`src/rtl/eth_port_ingress.sv`:
```
// Ingress buffer for one switch port. Incoming frames are checked for a known
// destination address, then buffered store-and-forward. A frame becomes visible
// to the switch core only after its last word is written. Frames that cannot be
// delivered are discarded and counted.
module eth_port_ingress #(
    parameter int unsigned DEPTH        = 32,
    parameter logic [31:0] PORTA_ADDR   = 32'hABCDABCD,
    parameter logic [31:0] PORTB_ADDR   = 32'hBABEBABE,
    parameter int unsigned STALL_THRESH = 8
) (
    input  logic        clk,
    input  logic        rstn,
    input  logic [31:0] i_data,
    input  logic        i_start,
    input  logic        i_end,
    output logic        o_stall,
    output logic [31:0] o_data,
    output logic        o_start,
    output logic        o_end,
    output logic        o_dest,
    output logic        o_valid,
    input  logic        i_ready,
    output logic [15:0] o_drop_cnt
);

    localparam int unsigned AW = $clog2(DEPTH);
    localparam logic [AW:0] PTR_DEPTH = DEPTH[AW:0];

    localparam logic [1:0] ST_IDLE    = 2'd0;
    localparam logic [1:0] ST_RECV    = 2'd1;
    localparam logic [1:0] ST_DISCARD = 2'd2;

    // Entry layout: {start, end, dest, data}
    logic [34:0] mem_q [DEPTH];

    logic [1:0]  state_q, state_d;
    logic [AW:0] wr_ptr_q, wr_ptr_d;
    logic [AW:0] cm_ptr_q, cm_ptr_d;
    logic [AW:0] rd_ptr_q, rd_ptr_d;
    logic [15:0] drop_cnt_q, drop_cnt_d;
    logic        stall_q, stall_d;

    logic        we;
    logic [AW:0] wr_addr;
    logic [AW:0] start_base;
    logic        do_start;
    logic [1:0]  drop_inc;
    logic        addr_hit;
    logic        dest_b;
    logic [34:0] head;
    logic [16:0] cnt_sum;
    logic [AW:0] occ_d;

    // Occupancy is measured against rd_ptr before this cycle's read, so a read
    // in the same cycle never makes room for the incoming word.
    function automatic logic is_full(input logic [AW:0] base, input logic [AW:0] rd);
        return (base - rd) == PTR_DEPTH;
    endfunction

    assign dest_b   = (i_data == PORTB_ADDR);
    assign addr_hit = (i_data == PORTA_ADDR) || dest_b;

    // Receive FSM: decides write, rollback, commit and drops for this cycle.
    always_comb begin
        state_d    = state_q;
        wr_ptr_d   = wr_ptr_q;
        cm_ptr_d   = cm_ptr_q;
        we         = 1'b0;
        wr_addr    = wr_ptr_q;
        start_base = wr_ptr_q;
        do_start   = 1'b0;
        drop_inc   = 2'd0;
        case (state_q)
            ST_IDLE: begin
                if (i_start) do_start = 1'b1;
            end
            ST_RECV: begin
                if (i_start) begin
                    // Truncated frame: discard it, then treat this word as a new start.
                    drop_inc   = 2'd1;
                    wr_ptr_d   = cm_ptr_q;
                    start_base = cm_ptr_q;
                    do_start   = 1'b1;
                end else if (is_full(wr_ptr_q, rd_ptr_q)) begin
                    drop_inc = 2'd1;
                    wr_ptr_d = cm_ptr_q;
                    state_d  = i_end ? ST_IDLE : ST_DISCARD;
                end else begin
                    we       = 1'b1;
                    wr_addr  = wr_ptr_q;
                    wr_ptr_d = wr_ptr_q + 1'b1;
                    if (i_end) begin
                        cm_ptr_d = wr_ptr_q + 1'b1;
                        state_d  = ST_IDLE;
                    end
                end
            end
            ST_DISCARD: begin
                if (i_start)    do_start = 1'b1;
                else if (i_end) state_d  = ST_IDLE;
            end
            default: state_d = ST_IDLE;
        endcase

        if (do_start) begin
            if (i_end) begin
                // Single-word runt.
                drop_inc = drop_inc + 2'd1;
                state_d  = ST_IDLE;
            end else if (addr_hit && !is_full(start_base, rd_ptr_q)) begin
                we       = 1'b1;
                wr_addr  = start_base;
                wr_ptr_d = start_base + 1'b1;
                state_d  = ST_RECV;
            end else begin
                drop_inc = drop_inc + 2'd1;
                state_d  = ST_DISCARD;
            end
        end
    end

    // Read side, saturating drop counter and next-cycle stall.
    always_comb begin
        rd_ptr_d   = rd_ptr_q + ((o_valid && i_ready) ? 1'b1 : 1'b0);
        cnt_sum    = {1'b0, drop_cnt_q} + {15'd0, drop_inc};
        drop_cnt_d = cnt_sum[16] ? 16'hFFFF : cnt_sum[15:0];
        occ_d      = wr_ptr_d - rd_ptr_d;
        stall_d    = (DEPTH - 32'(occ_d)) < STALL_THRESH;
    end

    // Control state with asynchronous reset.
    always_ff @(posedge clk or negedge rstn) begin
        if (!rstn) begin
            state_q    <= ST_IDLE;
            wr_ptr_q   <= '0;
            cm_ptr_q   <= '0;
            rd_ptr_q   <= '0;
            drop_cnt_q <= '0;
            stall_q    <= 1'b0;
        end else begin
            state_q    <= state_d;
            wr_ptr_q   <= wr_ptr_d;
            cm_ptr_q   <= cm_ptr_d;
            rd_ptr_q   <= rd_ptr_d;
            drop_cnt_q <= drop_cnt_d;
            stall_q    <= stall_d;
        end
    end

    // Storage array; contents are meaningless until committed, so no reset.
    always_ff @(posedge clk) begin
        if (we) mem_q[wr_addr[AW-1:0]] <= {i_start, i_end, dest_b, i_data};
    end

    // Head outputs are forced to zero whenever nothing committed is present.
    always_comb begin
        o_valid = (rd_ptr_q != cm_ptr_q);
        head    = mem_q[rd_ptr_q[AW-1:0]];
        o_data  = o_valid ? head[31:0] : 32'd0;
        o_start = o_valid & head[34];
        o_end   = o_valid & head[33];
        o_dest  = o_valid & head[32];
    end

    assign o_stall    = stall_q;
    assign o_drop_cnt = drop_cnt_q;

endmodule

```
`config.mk`:
```
export PLATFORM = sky130hd
export DESIGN_NAME = eth_port_ingress
export DESIGN_NICKNAME = d
export VERILOG_FILES = /design/src/rtl/eth_port_ingress.sv
export SDC_FILE = /design/constraint.sdc
export NUM_CORES = 1
export LEC_CHECK = 0
export ABC_AREA = 1
export BUFFER_PORTS_ARGS = -buffer_cell sky130_fd_sc_hd__clkbuf_2
export CORE_ASPECT_RATIO = 0.8
export CORE_MARGIN = 5
export CORE_UTILIZATION = 52
export CTS_CLUSTER_SIZE = 24
export DETAILED_ROUTE_END_ITERATION = 16
export PLACE_DENSITY_LB_ADDON = 0.08
export SYNTH_ARGS = -nofsm -noshare
export SYNTH_HDL_FRONTEND = slang
export SYNTH_SLANG_ARGS = --single-unit
export TNS_END_PERCENT = 10
```
`constraint.sdc`:
```
create_clock -name clk -period 10.1 [get_ports clk]
set_clock_uncertainty 0.05 [all_clocks]
set_input_delay 1.01 -clock clk [delete_from_list [all_inputs] [get_ports clk]]
set_output_delay 1.01 -clock clk [all_outputs]
set_load 0.1 [all_outputs]
```
Yosys cells after proc, flatten, opt, wreduce, memory -nomap -nowiden --
Memory sizes are Yosys's and may differ from the RTL's. Index checks and enable logic that the tools add are counted.
Operators by class: order comparisons 1, equality and inequality tests 10, bitwise gates (word level) 5, reductions and logical operators 8, multiplexer cells 39, $add $sub $neg 9
Operators by type and width (count):
- 32-bit equality test (second input constant) | 2
- 6-bit 2-to-1 mux | 8
- 32-bit by 4-bit < comparator with 1-bit output (second input constant) | 1
- 32-bit 2-to-1 mux | 1
- 2-bit 2-to-1 mux | 11
- 6-bit subtractor | 3
- 16-bit by 2-bit adder with 17-bit output | 1
- 16-bit 2-to-1 mux | 1
- 5-bit 2-to-1 mux | 3
- 1-bit 2-to-1 mux | 14
- 6-bit by 1-bit adder with 6-bit output (second input constant) | 2
- 6-bit equality test (second input constant) | 2
- 6-bit by 6-bit subtractor with 7-bit output (first input constant) | 1
- 6-bit by 1-bit adder with 6-bit output | 1
- 3-bit != test (second input constant) | 2
- 6-bit != test | 1
- 2-bit one-hot mux with 3 select lines | 1
- 4-bit AND reduction | 1
- 1-bit AND | 3
- 3-bit AND reduction | 1
- 3-bit OR reduction | 1
- 2-bit by 1-bit adder with 2-bit output (second input constant) | 1
- 2-bit by 1-bit equality test with 1-bit output (second input constant) | 1
- 2-bit equality test (second input constant) | 1
- other kinds (6) | 8
Storage, ports and cells: RAM bits 1120, register bits after elaboration 37, memories kept 1, input port bits 37, output and inout bits 53
Memory list:
- mem_q | depth 32, bits a word 35, rd ports 1, clocked after memory_dff 0, wr ports 1, RTL line 34 | logic [34:0] mem_q [DEPTH];

Depth between registers and ports, before layout --
Gate-level depths: netlist of run 1.
word-level depth 12, depth in mapped cells 35

Least setup slack after synthesis of run 1 --
No wires, ideal clock.
path type input -> register, start input port i_start, end memory mem_q[0][0] (enable), path slack 4.905 ns, stages 21, data required time 9.623 ns, library setup time 0.427 ns, data arrival time 4.718 ns, cells stage by stage nand2_2 buf_2 o21ai_0 inv_1 ha_1 nand2_1 nand2_1 inv_1 nand2_1 nand2_1 nand2_1 nor2_1 nand3_2 nand3_4 inv_4 buf_6 nand2_1 nand2_2 a21oi_4 nand2_2 nor2_1
On the way: longest elaborated chain between the ends 11, elaborated cells on any way between the ends 18, classes of those cells add/sub: 1; eq/ne: 1; mux: 14; reduce/logical: 2
Ends and longest elaborated chain:
- start: declaration | RTL line 14 | input logic i_start,
- 6-bit 2-to-1 mux | RTL line 78 | if (i_start) begin
- 6-bit 2-to-1 mux | RTL line 73 | case (state_q)
- 6-bit subtractor | RTL line 57 | return (base - rd) == PTR_DEPTH;
- 6-bit equality test | RTL line 57
- 1-bit logical NOT | RTL line 110 | end else if (addr_hit && !is_full(start_base, rd_ptr_q)) begin
- 1-bit logical AND | RTL line 110
- 1-bit 2-to-1 mux | RTL line 110
- 1-bit 2-to-1 mux | RTL line 106 | if (i_end) begin
- 1-bit 2-to-1 mux | RTL line 105 | if (do_start) begin
- 1-bit 2-to-1 mux | RTL line 152 | if (we) mem_q[wr_addr[AW-1:0]] <= {i_start, i_end, dest_b, i_data};
- 1-bit 2-to-1 mux (not written as such) | RTL line 152
- end: declaration | RTL line 34
Parallel ways exist; a longest one is shown, timed or not.

Final worst setup path of run 1 --
start register rd_ptr_q[0], end output port o_data[22]
On the way: longest elaborated chain between the ends 2, elaborated cells on any way between the ends 3, classes of those cells eq/ne: 1; mux: 1; memory: 1
Ends and longest elaborated chain:
- start: declaration | RTL line 39 | logic [AW:0] rd_ptr_q, rd_ptr_d;
- start signal: assignment | RTL line 144 | rd_ptr_q <= rd_ptr_d;
- memory read 32 x 35 bit or 6-bit != test (tied branches)
- 32-bit 2-to-1 mux (*) | RTL line 159 | o_data = o_valid ? head[31:0] : 32'd0;
- end: declaration | RTL line 17 | output logic [31:0] o_data,
Every way passes the cells marked *; elsewhere a longest branch is shown, timed or not.

==> results of run 1 <==
-- power by group --
| group | total, mW | internal, mW | switching [mW] | leakage, nW |
|---|---|---|---|---|
| clock | 4.02 | 2.23 | 1.79 | 1.71 |
| sequential | 5.44 | 5.29 | 0.148 | 10.6 |
| combinational | 6.11 | 1.31 | 4.80 | 5.25 |
-- Yosys cell counts, types with 2 or more instances --
cell type,n
a21o_1,2
a21oi_1,190
a221oi_1,44
a22oi_1,22
a311oi_1,24
a31oi_1,12
buf_1,13
buf_2,61
clkbuf_1,156
clkinv_1,2
dfrtp_1,37
edfxtp_1,1120
fa_1,2
ha_1,27
inv_1,94
inv_2,3
nand2_1,573
nand2_2,5
nand3_1,106
nand3_2,3
nand3b_1,2
nand4_1,37
nor2_1,428
nor2_2,3
nor3_1,59
nor3b_1,3
o211ai_1,24
o21ai_0,401
o21ai_1,3
o21ai_2,5
o221ai_1,56
o22ai_1,115
or2_1,2
or2_2,3
xnor2_1,4
xor2_1,20
-- metrics by stage --
stage / hold slack [ps] / utilization, % / instances
floorplan: 444.1 / - / 3672
global placement: 470.6 / 54.60 / 4810
detailed placement: 481.3 / 54.60 / 4810
CTS: 426.0 / 58.49 / 5014
global route: 509.5 / 58.49 / 5014
finish: 441.1 / 58.49 / 5014
-- registers in the layout, summed over array words and instances (netlist names) --
register / count
rd_ptr_q: 6
o_drop_cnt: 16
o_stall: 1
wr_ptr_q: 6
state_q: 2
mem_q: 1120
cm_ptr_q: 6
-- path summary, 6_finish.rpt --
check                               startpoint  cells past startpoint  slack [ps]              to
worst max-delay path               rd_ptr_q[0]                      8        3190      o_data[22]
worst min-delay path                      rstn                      1         440   o_drop_cnt[4]
worst max register to register      state_q[1]                     29        4490  o_drop_cnt[15]
worst min register to register  o_drop_cnt[10]                      2         500  o_drop_cnt[10]
max in group asynchronous                 rstn                      1        8850     rd_ptr_q[0]
min in group clk                o_drop_cnt[10]                      2         500  o_drop_cnt[10]
-- per-layer routing --
metal  share of wire (%)  track usage (%)
met1                  42            40.40
met2                  46            44.29
met3                 9.3            5.149
met4                 2.5            7.216
met5              0.0095                0
-- worst reg2reg max path, delay by kind of cell (launching register included) --
family	cells	cell delay, ps
adders and majority gates	5	1700
buffers and inverters	7	680
AOI/OAI and AO/OA	4	900
and+or+nand+nor	13	1790
DFF	1	420
-- layout make-up --
type,count,share of cell area (%)
multi-input cells,2182,21.35
repair buffers,171,2.152
flip-flops and latches,1157,66.21
inverters,100,0.7524
clock inverters,71,1.184
well taps,1200,2.876
clock buffers,133,5.478
-- logic make-up (layout without fill, tap and decap cells) --
kind of cell	count (synthesis)	count (layout)	synth area share (%)
and+or+nand+nor	1227	1227	10.69
DFF	1157	1157	73.86
AOI/OAI and AO/OA	901	901	11.31
buffers and inverters	333	475	2.867
adders and majority gates	29	29	0.8076
xor gates and xnor gates	24	24	0.4492
muxes	1	1	0.02139
==> summary.txt, run 1 <==
worst slack, placed: 3961 ps
Worst path top cell family by delay: buffers and inverters
Async SR Flop Fraction: 3.198%
Crit. End Element: output pin
Fin. Hold Viols: 0
Yosys warnings: 0
share of Yosys cell area claimed by the top area cell type: 71.88%
post-synth net total: 3738
total CTS buffers: 111
Yosys top cell by area: edfxtp_1
Startpoint Class: flop
Distinct cells, synth: 47
Routed wire per std cell: 27.35 µm
most area-consuming cells after synthesis: edfxtp_1 (72%), nand2_1 (4.6%), o21ai_0 (4.3%)
slowest stage cell, crit path: a311oi_1
vias: 31060
most frequent cells in the layout: edfxtp_1 (1120), nand2_1 (571), o21ai_0 (401), nor2_1 (396), a21oi_1 (190)
worst setup margin: 3189 ps
IO buf count: 89
Post-CTS Resized: 0
ant diodes: 0
Starting Density: 52.42%
Post-route DRC: 0
drt first pass iters: 5
Final min period: 6911 ps
Worst Path Arrival: 5850 ps
first-pass GRT wire length: 200.6 mm
Mapped Cells: 3672
Fmax: 144.7 MHz
maximum vdd drop: 685.9 µV
largest stage delay on the critical path: 890 ps
# IOs: 90
fillers: 7261
leakage: 17.53 nW
vias in the first global route: 29900
largest net degree at the start of global routing: 180
All-Layer GR Usage: 27.89%
period utilization: 68.42%
Max transition margin: 28.18%
final slew viol count: 0
clock sink total: 1157
CP Max Fanout: 179
DP HPWL: 76.09 mm
CTS tree: done
count of final setup violators: 0
Cell Area, Placed: 48740 µm²
Post-CTS Setup Bufs: 0
drt initial violations: 3504
Pwr Total: 15.57 mW
Clock Pin Slew Worst Setup and Hold Paths: 60 ps
initial antenna violation count: 3
RSZ-0062 raised after global routing: false
die height: 278.3 µm
NumNets Final: 3789
setup TNS after final layout: 0 ps
number of antenna-violating nets in the routed design: 0
die area: 96120 µm²
most common cell after layout, fill and taps aside: edfxtp_1
Die X: 345.4 µm
pwr/cell area: 298.1 nW/µm²
Sequential Area: 34570 µm²
area of the multi-input gates: 11150 µm²
Syn-to-layout area delta: 11.59%
vias per cell: 6.195
clk_lat worst skew: 670 ps
worst-margin pin slew: 1076 ps
routability cong.: 0.8841
Yosys reg bits: 1157
Max Cap Viol: 0
Finished Cell Area: 52210 µm²
number of synthesized flops with an enable pin: 1120
clk buf depth: 3
Crit Path Category: flop to output pin
Hold Buf Count CTS: 0
Post-Route WL: 137.1 mm
CORE AREA: 89270 µm²
Root Driver: clkbuf_16
CP Cell Sequence: inv_8 -> buf_12 -> buf_4 -> o21ai_0 -> o221ai_1 -> nand4_1 -> a311oi_1 -> clkbuf_2
post-synthesis sequential area ratio: 73.86%
Max H-tree Level: 3
Critical Path RT: 9040 ps
status: finished, final reports clean
Bufs and invs on worst path: 4
Core Rows: 98
Top FF cell, synth: edfxtp_1
GRT overflow: 0
Avg Cell Area, Syn: 12.74 µm²
Synth Cell Area: 46790 µm²
Hold Path Class: input port to asynchronous set/reset pin
layout cells sized above 1: 10.25%
(Power assumes the default switching activity.)
==> run 2, diff against run 1 <==
clock period = 6.3 ns   (was 10.1 ns; I/O delays follow)
==> summary.txt, run 2 (same netlist as run 1, synthesis figures left out) <==
status: finished, final reports clean
Core Rows: 98 (unchanged)
clk buf depth: 3 (unchanged)
switch share: 42.60% (-0.69 points)
drt initial violations: 4093 (+17%)
vias: 31380 (+1.0%)
setup TNS after final layout: 0 ps (unchanged)
initial antenna violation count: 6 (+3)
worst-margin pin slew: 1196 ps (+119.9 ps)
Hold Buf Count CTS: 0 (unchanged)
total CTS buffers: 113 (+1.8%)
Internal: 14.32 mW (+62%)
leakage: 17.68 nW (+0.90%)
period utilization: 89.21%
Routed wire per std cell: 27.50 µm (+0.55%)
Startpoint Class: flop
drt first pass iters: 6 (+1)
flop2flop setup slack: 770 ps (-3720 ps)
Fmax: 177.9 MHz
final slew viol count: 0 (unchanged)
Post-Route WL: 138.6 mm (+1.1%)
Max transition margin: 20.26% (-7.9 points)
Final min period: 5620 ps
most common cell after layout, fill and taps aside: edfxtp_1
Max H-tree Level: 3 (unchanged)
maximum vdd drop: 1060 µV (+55%)
Flop pwr share: 34.5% (-0.5 points)
Post-route DRC: 0 (unchanged)
clk_lat worst skew: 670 ps (about the same)
CTS tree: done
Die X: 345.4 µm (unchanged)
Crit. End Element: output pin
placed cells: 4828 (+0.37%)
first-pass GRT wire length: 203.7 mm (+1.6%)
CORE AREA: 89270 µm² (unchanged)
clock power share: 26.1% (+0.3 points)
vias in the first global route: 29810 (-0.31%)
Hold Path Class: input port to asynchronous set/reset pin
Post-CTS Resized: 0 (unchanged)
Root Driver: clkbuf_16
pwr/cell area: 473.7 nW/µm² (+59%)
Reg2Reg Launch Point: state_q[1]
Finished Layout Cells: 5041 (+0.54%)
CP Max Fanout: 140 (-22%)
Starting Density: 52.42% (unchanged)
Worst Path Arrival: 4940 ps (-910 ps)
Syn-to-layout area delta: 12.56%
most frequent cells in the layout: edfxtp_1 (1120), nand2_1 (571), o21ai_0 (401), nor2_1 (396), a21oi_1 (190)
vias per cell: 6.225 (+0.48%)
routability cong.: 0.8380 (-5.2%)
count of final setup violators: 0 (unchanged)
DP HPWL: 77.53 mm (+1.9%)
RR Endpoint: o_drop_cnt[15]
Post-CTS Setup Bufs: 0 (unchanged)
Fin. Hold Viols: 0 (unchanged)
number of antenna-violating nets in the routed design: 0 (unchanged)
All-Layer GR Usage: 28.30% (+0.41 points)
max reg flops: 1120 (unchanged)
NumNets Final: 3809 (+0.53%)
die area: 96120 µm² (unchanged)
largest net degree at the start of global routing: 220 (+22%)
IO buf count: 89 (unchanged)
Critical Path RT: 5620 ps (-3420 ps)
Combinational Power Share: 39.4% (+0.2 points)
RSZ-0062 raised after global routing: false
clock sink total: 1157 (unchanged)
Max Cap Viol: 0 (unchanged)
Crit Path Category: flop to output pin
layout cells sized above 1: 10.68% (+0.43 points)
die height: 278.3 µm (unchanged)
Clock Pin Slew Worst Setup and Hold Paths: 60 ps (about the same)
worst reg-to-reg path cell count: 30 (+3.4%)
GRT overflow: 0 (unchanged)
Psw: 10.63 mW (+58%)
# IOs: 90 (unchanged)
[run 2: cell count changes in the layout (fill, tap and decap cells not counted), moves of 4 or more]
cell,delta
clkinvlp_4,+4
clkinv_2,-4
clkbuf_1,+8
buf_12,+21
[run 2: how the worst max path moves through the flow]
stage	start	to	cells after the start	slack, ps
after floorplan	rd_ptr_q[3]	mem_q[0][0]	22	1370
after global placement	state_q[1]	o_drop_cnt[15]	30	920
after detailed placement	state_q[1]	o_drop_cnt[15]	30	810
after CTS	state_q[1]	o_drop_cnt[15]	30	760
after global routing	state_q[1]	o_drop_cnt[15]	30	80
final	rd_ptr_q[0]	o_data[24]	8	680
[run 2: metal layers]
layer | wire length [µm] | share of wire [%] | track usage [%] | vias up
met4 | 3699 | 2.7 | 7.785 | 4
met5 | 27 | 0.019 | 0 | -
met1 | 59040 | 43 | 42.40 | 15800
met3 | 12900 | 9.3 | 4.501 | 223
li1 | - | - | - | 13720
met2 | 62960 | 45 | 43.72 | 1633
[run 2: final cells by class]
class                      count  area [µm²]
clock inverter                66       559.3
fill                        7165       36600
tap                         1200        1501
sequential                  1157       34570
multi-input combinational   2182       11150
antenna                        3       7.507
clock buffer                 144        2965
timing repair buffer         189        1524
inverter                     100       392.9
[run 2: worst max-delay path, cell delays in order, from the launching register on]
cell and delay [ps]:
dfrtp_4 730, inv_8 740, buf_12 400, buf_4 320, nand2_1 90, nand3_1 90, nand4_1 170, a311oi_1 960
clkbuf_2 630
[run 2: power groups by stage]
stage | registers, mW | logic (mW) | clock network, mW
3_3_place_gp | 8.77 | 9.66 | 0
2_1_floorplan | 8.85 | 6.68 | 0
6_report | 8.61 | 9.82 | 6.51
3_5_place_dp | 8.77 | 9.73 | 0
5_1_grt | 8.61 | 10.5 | 6.94
4_1_cts | 8.61 | 9.77 | 6.60
[run 2: through the flow]
stage                     hold WS, ps  setup WS [ps]  util (%)  cell area, µm²  power (mW)
final                           82.63          679.5     59.00           52670       24.95
after global routing            146.1          76.69     59.00           52660       26.01
after CTS                       78.04          756.6     58.99           52660       24.98
after detailed placement        481.6          809.9     55.04           49140       18.50
after global placement          460.5          917.0     55.04           49140       18.43
after floorplan                 284.4           1372         -           46790       15.53
